`config.mk`:
```
export PLATFORM = sky130hd
export DESIGN_NAME = crc_serial_rx
export DESIGN_NICKNAME = d
export VERILOG_FILES = /design/src/rtl/crc_pkg.sv /design/src/rtl/crc8_bit_step.sv /design/src/rtl/crc_serial_rx.sv
export SDC_FILE = /design/constraint.sdc
export NUM_CORES = 1
export LEC_CHECK = 0
export ABC_AREA = 1
export ABC_CLOCK_PERIOD_IN_PS = 1900
export CORE_ASPECT_RATIO = 1.75
export CORE_MARGIN = 2
export CORE_UTILIZATION = 55
export CTS_CLUSTER_DIAMETER = 100
export CTS_CLUSTER_SIZE = 8
export DETAILED_ROUTE_END_ITERATION = 16
export PLACE_DENSITY = 0.95
export REMOVE_ABC_BUFFERS = 1
export SKIP_CTS_REPAIR_TIMING = 1
export SYNTH_ARGS = -nofsm -noshare
export SYNTH_HDL_FRONTEND = slang
export SYNTH_SLANG_ARGS = --single-unit
```
`constraint.sdc`:
```
create_clock -name clk -period 1.9 [get_ports clk]
set_input_delay 0.285 -clock clk [delete_from_list [all_inputs] [get_ports clk]]
set_output_delay 0.285 -clock clk [all_outputs]
set_load 0.01 [all_outputs]
```
`src/rtl/crc_pkg.sv`:
```
// Shared CRC-8 constants, receiver state encoding and codeword sizing helper.
package crc_pkg;

    localparam logic [7:0]  CRC_POLY = 8'h07;
    localparam logic [7:0]  CRC_INIT = 8'h00;

    localparam int unsigned CRC_DEF_DATA_WIDTH = 8;
    localparam int unsigned CRC_DEF_CRC_WIDTH  = 8;

    typedef enum logic [1:0] {
        StIdle,
        StShift,
        StHold
    } rx_state_e;

    function automatic int unsigned codeword_width(input int unsigned data_w,
                                                   input int unsigned crc_w);
        return data_w + crc_w;
    endfunction

    localparam int unsigned CRC_DEF_CW_WIDTH =
        codeword_width(CRC_DEF_DATA_WIDTH, CRC_DEF_CRC_WIDTH);

endpackage

```
`src/rtl/crc8_bit_step.sv`:
```
// One data bit of CRC-8 update: XOR the bit into the MSB, then eight polynomial shifts.
module crc8_bit_step
    import crc_pkg::*;
(
    input  logic [7:0] crc_in,
    input  logic       data_bit,
    output logic [7:0] crc_out
);

    always_comb begin
        crc_out = crc_in ^ {data_bit, 7'b0};
        for (int i = 0; i < 8; i++) begin
            crc_out = crc_out[7] ? ((crc_out << 1) ^ CRC_POLY) : (crc_out << 1);
        end
    end

endmodule

```
`src/rtl/crc_serial_rx.sv`:
```
// Bit-serial receiver framing LSB-first bits into {crc, data} codewords under valid/ready.
// Inline CRC-8 check is built only when CRC_RX_INLINE_CHECK_EN is defined.
module crc_serial_rx
    import crc_pkg::*;
#(
    parameter int unsigned DATA_WIDTH = CRC_DEF_DATA_WIDTH,
    parameter int unsigned CRC_WIDTH  = CRC_DEF_CRC_WIDTH
) (
    input  logic                             clk,
    input  logic                             rst,
    input  logic                             bit_in,
    input  logic                             bit_valid,
    input  logic                             sof,
    input  logic                             cw_ready,
    input  logic                             clear_flags,
    output logic [DATA_WIDTH+CRC_WIDTH-1:0]  codeword_out,
    output logic                             cw_valid,
    output logic                             crc_ok,
    output logic                             overrun,
    output logic                             frame_abort,
    output logic [15:0]                      frame_count
);

    localparam int unsigned CW_WIDTH  = codeword_width(DATA_WIDTH, CRC_WIDTH);
    localparam int unsigned IDX_WIDTH = $clog2(CW_WIDTH);
    localparam int unsigned CNT_WIDTH = IDX_WIDTH + 1;
    localparam logic [CNT_WIDTH-1:0] LAST_BIT = CNT_WIDTH'(CW_WIDTH - 1);

    rx_state_e             state;
    logic [CNT_WIDTH-1:0]  cnt;
    logic [IDX_WIDTH-1:0]  idx;
    logic                  take_sof;
    logic                  take_bit;
    logic                  last_bit;
    logic                  handshake;
    logic                  ovr_set;
    logic                  abt_set;

    assign idx = cnt[IDX_WIDTH-1:0];

    always_comb begin
        take_sof  = 1'b0;
        take_bit  = 1'b0;
        handshake = 1'b0;
        case (state)
            StIdle:  take_sof = bit_valid & sof;
            StShift: begin
                take_sof = bit_valid & sof;
                take_bit = bit_valid & ~sof;
            end
            StHold: begin
                handshake = cw_ready;
                // A sof coinciding with the handshake starts the next frame without a gap
                take_sof  = cw_ready & bit_valid & sof;
            end
            default: ;
        endcase
    end

    assign last_bit = take_bit && (cnt == LAST_BIT);
    assign ovr_set  = (state == StHold) & ~cw_ready & bit_valid;
    assign abt_set  = (state == StShift) & bit_valid & sof;

    always_ff @(posedge clk) begin
        if (rst) begin
            state        <= StIdle;
            cnt          <= '0;
            codeword_out <= '0;
            cw_valid     <= 1'b0;
            overrun      <= 1'b0;
            frame_abort  <= 1'b0;
            frame_count  <= '0;
        end else begin
            if (handshake) begin
                cw_valid    <= 1'b0;
                frame_count <= frame_count + 16'd1;
                state       <= StIdle;
            end

            if (take_sof) begin
                codeword_out <= {{(CW_WIDTH-1){1'b0}}, bit_in};
                cnt          <= CNT_WIDTH'(1);
                state        <= StShift;
            end else if (take_bit) begin
                codeword_out[idx] <= bit_in;
                if (last_bit) begin
                    cnt      <= '0;
                    cw_valid <= 1'b1;
                    state    <= StHold;
                end else begin
                    cnt <= cnt + 1'b1;
                end
            end

            if (ovr_set)          overrun <= 1'b1;
            else if (clear_flags) overrun <= 1'b0;

            if (abt_set)          frame_abort <= 1'b1;
            else if (clear_flags) frame_abort <= 1'b0;
        end
    end

`ifdef CRC_RX_INLINE_CHECK_EN
    localparam logic [CNT_WIDTH-1:0] DATA_BITS = CNT_WIDTH'(DATA_WIDTH);

    logic [7:0] crc_q;
    logic [7:0] crc_seed;
    logic [7:0] crc_next;
    logic [2:0] crc_idx;
    logic       mismatch_q;
    logic       bit_match;

    assign crc_seed  = take_sof ? CRC_INIT : crc_q;
    assign crc_idx   = 3'(cnt - DATA_BITS);
    assign bit_match = (bit_in == crc_q[crc_idx]);

    crc8_bit_step u_crc_step (
        .crc_in   (crc_seed),
        .data_bit (bit_in),
        .crc_out  (crc_next)
    );

    always_ff @(posedge clk) begin
        if (rst) begin
            crc_q      <= CRC_INIT;
            mismatch_q <= 1'b0;
            crc_ok     <= 1'b0;
        end else begin
            if (take_sof) begin
                crc_q      <= crc_next;
                mismatch_q <= 1'b0;
            end else if (take_bit) begin
                if (cnt < DATA_BITS)  crc_q      <= crc_next;
                else if (!bit_match)  mismatch_q <= 1'b1;
            end

            // Result lands on the same edge that raises cw_valid
            if (last_bit)       crc_ok <= ~mismatch_q & bit_match;
            else if (handshake) crc_ok <= 1'b0;
        end
    end
`else
    assign crc_ok = 1'b0;
`endif

endmodule

```
# After elaboration in Yosys (flattened, before gate mapping)
# Cells that the tools add are included.
# classes
n_addsub,2
mul,0
div,0
n_lt_le_gt_ge,2
eq_ne,3
shifts,0
n_mux,22
n_bitwise,10
reduce_logical,8
# ops
operator,n
16-bit by 1-bit adder with 16-bit output (second input constant),1
16-bit bitwise mux,1
1-bit 2-to-1 mux,15
1-bit bitwise AND,8
2-bit 2-to-1 mux,3
2-bit nonzero test,3
5-bit by 1-bit adder with 5-bit output (second input constant),1
5-bit by 4-bit equality test with 1-bit output (second input constant),1
4-bit by 5-bit less-than comparator with 1-bit output (second input constant),1
5-bit 2-to-1 mux,1
1-bit demux with 4-bit select,1
4-bit by 1-bit greater-or-equal comparator with 1-bit output (second input constant),1
2-bit OR reduction,2
2-bit by 1-bit equality test with 1-bit output (second input constant),1
2-bit equality test (second input constant),1
1-bit logical AND,2
2-bit zero test,1
1-bit inverter,2
1-bit one-hot mux with 2 select lines,1
# totals
regBits,42
latchBits,0
mem_bits_rw,0
rom_bits,0
input_bits,7
out_inout_bits,36
wordCells,57
n_memories,0

# Depth between registers and ports, before layout
# Gate-level depths: netlist of the first run.
# logic_depth
depth_word,7
mapped_depth,8
depth_no_buf,8

# Worst setup path after synthesis of the first run
# No wires, ideal clock.
# synth_path
path_type,reg-to-reg
from,reg cnt[0]
to,reg state[0]
setup_ps,130
arrival_ps,1142
t_required_ps,1770
slack_ps,628
path_stages_with_launch,7
path_buffers,0
period_less_slack_ps,1272
cell_sequence,dfxtp_1 -> ha_1 -> inv_1 -> nor3_1 -> nand2_2 -> nand2_1 -> a21oi_1
# synth_via
elab_chain_cells,5
# synth_rtl
item,line,source
start: declaration,crc_serial_rx.sv:30,logic [CNT_WIDTH-1:0] cnt;
start signal: assignment,crc_serial_rx.sv:91,cnt <= cnt + 1'b1;
5-bit by 4-bit equality test with 1-bit output,crc_serial_rx.sv:60,assign last_bit = take_bit && (cnt == LAST_BIT);
1-bit logical AND,crc_serial_rx.sv:60,
2-bit 2-to-1 mux,crc_serial_rx.sv:86,if (last_bit) begin
2-bit 2-to-1 mux,crc_serial_rx.sv:84,end else if (take_bit) begin
1-bit 2-to-1 mux,crc_serial_rx.sv:80,if (take_sof) begin
end signal: assignment,crc_serial_rx.sv:66,state <= StIdle;
end signal: assignment,crc_serial_rx.sv:83,state <= StShift;
end signal: assignment,crc_serial_rx.sv:89,state <= StHold;
end: declaration,crc_serial_rx.sv:29,rx_state_e state;
# No other way between the ends.
# A chain may end at the register's enable or synchronous reset.

# Worst setup path in the final report of the first run
# layout_path
from,reg frame_count[3]
to,out frame_count[3]
# layout_lines
item,line,source
start: declaration,crc_serial_rx.sv:21,output logic [15:0] frame_count
start signal: assignment,crc_serial_rx.sv:76,frame_count <= frame_count + 16'd1;
# No word-level cell between the ends.

==> out/metrics.cfg, run 1 <==
[final_layout]
fillers = 310
post-route-util_pct = 71.0
final_cell_area_um2 = 2720
antenna_cells = 0
fin_nets = 345
area_growth_pct = 26.3
layout.cells.most_common = nand2_1
drive_gt1_share_pct = 12.3
layout.cells.most_common_list = 72 x nand2_1, 42 x dfxtp_1, 41 x clkdlybuf4s50_1

[clock_tree]
clock_latency_ps = 300
clock_tree.root_cell = clkbuf_8
clockBufferDepth = 2
cts_sinks = 42
clk_pin_slew_ps = 80
h-tree-depth = 2
cts_tree = yes
cts_buffers = 5

[min_path]
holdPathEnd = codeword_out[2]$_SDFFE_PP0P_
hold_depth = 2
hold_class = register to register
hold_start = codeword_out[2]$_SDFFE_PP0P_

[placed_design]
pre_cts_ws_ps = 153
dp_hpwl_mm = 3.75
gp_congestion = 0.923
dpl_cell_area_um2 = 2610
io_buffer_count = 41

[grt]
grt_pass1_wl_mm = 8.56
antenna_found_initial = 0
grt_overflow = 0
first_global_vias = 2105
track_usage_pct = 25.0
grt_max_degree = 20

[job]
maxCapViolations = 0

[routing]
routed_wl_mm = 4.90
drt-initial-drc-count = 41
drc = 0
vias = 2036
drt-pass1-iter-count = 4
drt-vias-per-instance = 5.34
wl_per_cell_um = 12.8
drtAntennaViolNets = 0

[floorplanning]
pin_count = 43
num_rows = 30
core_area_um2 = 3830
die_h_um = 86.8
dieArea_um2 = 4450
start_util_pct = 56.2
dieWidth_um = 51.3

[synth]
mappedNetlistArea_um2 = 2150
avgSynthCellArea_um2 = 7.47
ys_ff_latch = 42
ys_warn_count = 0
synth_edf_count = 0
synth_cell_types = 31
synth-main-ff-cell = dfxtp_1
async_flop_share_pct = 0
yosysSeqAreaShare_pct = 39.1
syn_inst = 288

[critical_path]
reg2reg_to = cnt[3]$_SDFFE_PP0P_
slowest_delay_ps = 590
crit_path_start_kind = register
cp_slowest_cell = clkdlybuf4s50_1
reg2reg_from = cnt[0]$_SDFFE_PP0P_
critical_path_class = register to primary output
arrival_ps = 1370
startpoint = frame_count[3]$_SDFFE_PP0P_
critPathBufInv = 1
cp.required_ps = 1620
r2r_cells = 6
cp_top_family = buffers and inverters
cp_max_fo = 7
endpoint_kind = primary output
reg2reg_slack_ps = 370
crit_chain = clkdlybuf4s50_1

[timing]
setup_viol = 0
finalHoldViolations = 0
period_share_pct = 87.1
fmax_mhz = 604
slew_viol_final = 0
setup_tns_ps = 0
rsz0062_at_grt = false
slew_headroom_pct = 60.8
worstMarginPinSlew_ps = 587
period_minus_slack_ps = 1660
fin_ws_ps = 244
clock-skew-final_ps = 4.36

[pwr]
cellPowerDensity_nw_per_um2 = 632
finalPower_mw = 1.72
power.leakage_nw = 1.09
peakVddDrop_uv = 983

[run_status]
status = finished clean

==> worst max-delay path by stage <==
stage / endpoint / slack [ps] / depth (start not counted)
finish: frame_count[3] / 240 / 1
global route: frame_count[3] / 200 / 1
CTS: frame_count[3] / 240 / 1
detailed placement: codeword_out[0]$_SDFFE_PP0P_ / 150 / 6
global placement: codeword_out[0]$_SDFFE_PP0P_ / 240 / 6
floorplan: codeword_out[0]$_SDFFE_PP0P_ / 320 / 6
==> area by class of cell <==
class	count	area (um^2)	area share [%]
clock buffers	6	82.6	3.04
well taps	48	60.1	2.21
clock inverters	1	30.0	1.10
flip-flops and latches	42	841	30.9
repair buffers	46	448	16.5
inverters	35	131	4.83
multi-input cells	203	1120	41.4
==> where the power goes <==
part           switching, mW  internal (mW)
combinational         0.0660         0.0357
clock                  0.305          0.420
sequential           0.00642          0.885
==> synthesized netlist by cell type, types with 2 or more instances <==
library cell / instances / share of area [%]
nand2_1: 72 / 13
dfxtp_1: 42 / 39
inv_1: 34 / 5.9
nor2_1: 32 / 5.6
nand3_1: 26 / 6.0
a21oi_1: 23 / 5.3
a21oi_2: 9 / 3.7
ha_1: 5 / 2.9
nor3_1: 5 / 1.2
nor2_8: 4 / 3.7
nand3_2: 3 / 1.4
nand4_2: 3 / 1.7
o21ai_0: 3 / 0.70
o21ai_1: 3 / 0.70
buf_2: 2 / 0.47
buf_4: 2 / 0.70
buf_6: 2 / 1.0
clkbuf_1: 2 / 0.35
nand4_1: 2 / 0.58
nor2_2: 2 / 0.58
xor2_1: 2 / 0.81
==> registers in the layout (all words and copies together) (netlist names) <==
| signal | count |
|---|---|
| cnt | 5 |
| codeword_out | 16 |
| cw_valid | 1 |
| frame_abort | 1 |
| frame_count | 16 |
| overrun | 1 |
| state | 2 |
==> stage by stage <==
step                      std cells  hold slack (ps)
after global placement          374              442
after CTS                       381              463
after floorplan                 280              354
final                           381              462
after detailed placement        374              452
after global routing            381              481
==> logic make-up (layout without fill, tap and decap cells) <==
kind of cell               Yosys count  count (layout)  share of synthesized area [%]
DFF                                 42              42                           39.1
and+or+nand+nor                    156             156                           37.6
adders and majority gates            5               5                           2.91
AOI/OAI and AO/OA                   39              39                           10.8
buffers and inverters               43              88                           8.66
other                                1               1                          0.174
xor gates and xnor gates             2               2                          0.814
==> routing by layer <==
layer	wire length, um	GRT usage (%)	up-vias
li1	-	-	1002
met1	1800	23.5	960
met2	2730	47.9	58
met3	186	5.00	16
met4	183	14.4	0
met5	0	0	-
No activity file was read; power rests on OpenSTA's default activity.
==> inputs of run 2 (changes only) <==
Settings changed: ABC_CLOCK_PERIOD_IN_PS 1900 to 1820, CORE_UTILIZATION 55 to 51, PLACE_DENSITY 0.95 to 0.9.
Clock period 1.9 ns to 1.82 ns, I/O delays scaled along.
==> run 2 against run 1 <==
Effect of this change: clock power increased by 2%; worst setup slack got worse by 2.4 ps; total power increased by 2.9%; critical path depth unchanged; combinational power about the same; via count decreased by 3.2%; final cell count decreased by 0.26%; register-to-register slack got worse by 50 ps; sequential power increased by 4.4%; hold slack improved by 2.5 ps; first-iteration DRC count decreased by 37%; non-clock buffer count decreased by 2.
==> out/metrics.cfg, run 2 (synthesized netlist as in run 1, its figures left out) <==
[run_status]
status = finished clean

[placed_design]
gp_congestion = 0.825  ; -11%
pre_cts_ws_ps = 50.7  ; -102 ps
dp_hpwl_mm = 3.53  ; -5.9%
io_buffer_count = 41  ; unchanged

[pwr]
internal-power_mw = 1.40  ; +4.3%
cellPowerDensity_nw_per_um2 = 651  ; +3.0%
clkPwrFrac_pct = 41.6  ; -0.6 points
swShare_pct = 20.9  ; -1.1 points
peakVddDrop_uv = 673  ; -32%
p_switching_mw = 0.369  ; -2.1%
power.leakage_nw = 1.08  ; -0.25%
seqPwrFrac_pct = 52.6  ; +0.7 points
finalPower_mw = 1.77  ; +2.9%
power_frac_comb_pct = 5.8  ; about the same

[routing]
drt-initial-drc-count = 26  ; -37%
routed_wl_mm = 4.56  ; -6.9%
drt-pass1-iter-count = 4  ; unchanged
drt-vias-per-instance = 5.19  ; -2.9%
drc = 0  ; unchanged
vias = 1971  ; -3.2%
drtAntennaViolNets = 0  ; unchanged
wl_per_cell_um = 12.0  ; -6.7%

[min_path]
hold_class = register to register
hold_start = codeword_out[2]$_SDFFE_PP0P_

[final_layout]
multi_input_area_um2 = 1120  ; unchanged
layout.cells.most_common_list = 72 x nand2_1, 42 x dfxtp_1, 41 x clkdlybuf4s50_1
layout.cells.most_common = nand2_1
fin_nets = 343  ; -0.58%
fillers = 354  ; +14%
drive_gt1_share_pct = 11.8  ; -0.53 points
antenna_cells = 0  ; unchanged
regArea_um2 = 841  ; unchanged
top_regs = codeword_out x16, frame_count x16, cnt x5
area_growth_pct = 26.2  ; about the same

[timing]
worstMarginPinSlew_ps = 597  ; +10.4 ps
slew_headroom_pct = 60.1  ; -0.70 points
fin_ws_ps = 242  ; -2.37 ps
setup_viol = 0  ; unchanged
period_minus_slack_ps = 1580
slew_viol_final = 0  ; unchanged
period_share_pct = 86.7
setup_tns_ps = 0  ; unchanged
rsz0062_at_grt = false
finalHoldViolations = 0  ; unchanged
clock-skew-final_ps = 2.62  ; -1.75 ps
fmax_mhz = 634

[grt]
antenna_found_initial = 0  ; unchanged
grt_overflow = 0  ; unchanged
first_global_vias = 1832  ; -13%
track_usage_pct = 20.6  ; -4.4 points
grt_pass1_wl_mm = 7.60  ; -11%
grt_max_degree = 20  ; unchanged

[critical_path]
cp_slowest_cell = clkdlybuf4s50_1
critPathBufInv = 1  ; unchanged
slowest_delay_ps = 580  ; about the same
crit_chain = clkdlybuf4s50_1
crit_path_start_kind = register
cp_top_family = buffers and inverters
critical_path_class = register to primary output
reg2reg_from = cnt[0]$_SDFFE_PP0P_
cp.required_ps = 1550  ; -70 ps
startpoint = frame_count[3]$_SDFFE_PP0P_
arrival_ps = 1300  ; -70 ps
endpoint_kind = primary output
cp_max_fo = 7  ; unchanged

[clock_tree]
h-tree-depth = 2  ; unchanged
cts_buffers = 5  ; unchanged
clock_tree.root_cell = clkbuf_8
cts_tree = yes
clock_latency_ps = 290  ; about the same
cts_sinks = 42  ; unchanged
clockBufferDepth = 2  ; unchanged
clk_pin_slew_ps = 70  ; about the same

[floorplanning]
dieArea_um2 = 4780  ; +7.3%
core_area_um2 = 4110  ; +7.4%
die_h_um = 89.9  ; +3.7%
pin_count = 43  ; unchanged
dieWidth_um = 53.1  ; +3.5%
start_util_pct = 52.3  ; -3.9 points
num_rows = 31  ; +3.3%

[job]
maxCapViolations = 0  ; unchanged

## run 2: final timing paths
path,to,slack [ps],cells after the start
max,frame_count[3],240,1
min,codeword_out[2]$_SDFFE_PP0P_,460,2
max reg2reg,cnt[3]$_SDFFE_PP0P_,320,6
min reg2reg,codeword_out[2]$_SDFFE_PP0P_,460,2
## run 2: layout make-up
class / count / share of cell area (%)
multi-input combinational: 203 / 41.4
sequential: 42 / 31.0
timing repair buffer: 44 / 16.4
inverter: 35 / 4.84
clock buffer: 6 / 3.04
tap: 49 / 2.26
clock inverter: 1 / 1.11
## run 2: through the flow
step / instances / cell area, um^2 / hold WS [ps] / util [%]
final: 380 / 2720 / 464 / 66.1
after global routing: 380 / 2720 / 486 / 66.1
after global placement: 373 / 2600 / 445 / 63.3
after CTS: 380 / 2720 / 465 / 66.1
after detailed placement: 373 / 2600 / 456 / 63.3
after floorplan: 280 / 2100 / 342 / -
## run 2: power groups by stage
stage,Sequential [mW],Clock (mW),Combinational (mW)
after detailed placement,0.952,0,0.103
after floorplan,0.951,0,0.0548
after global routing,0.931,0.790,0.112
final,0.930,0.736,0.102
after CTS,0.930,0.758,0.103
after global placement,0.951,0,0.101
## run 2: worst min-delay path, cell delays in order (launching register included)
cell     delay, ps
dfxtp_1        310
nand2_1         60
a21oi_1         50
## run 2: routing by layer
metal	track usage [%]	vias up	wire length, um	share of wire, %
met5	0	-	0	0
met4	10.0	0	123	2.7
met3	3.32	14	181	4.0
met2	37.7	59	2590	57
met1	21.1	894	1660	36
li1	-	1004	-	-
==> inputs of run 3 (changes only) <==
Settings changed: CTS_CLUSTER_SIZE 8 to unset.
==> results of run 3 <==
No change in the layout: final DEF, timing and power equal those of run 2.
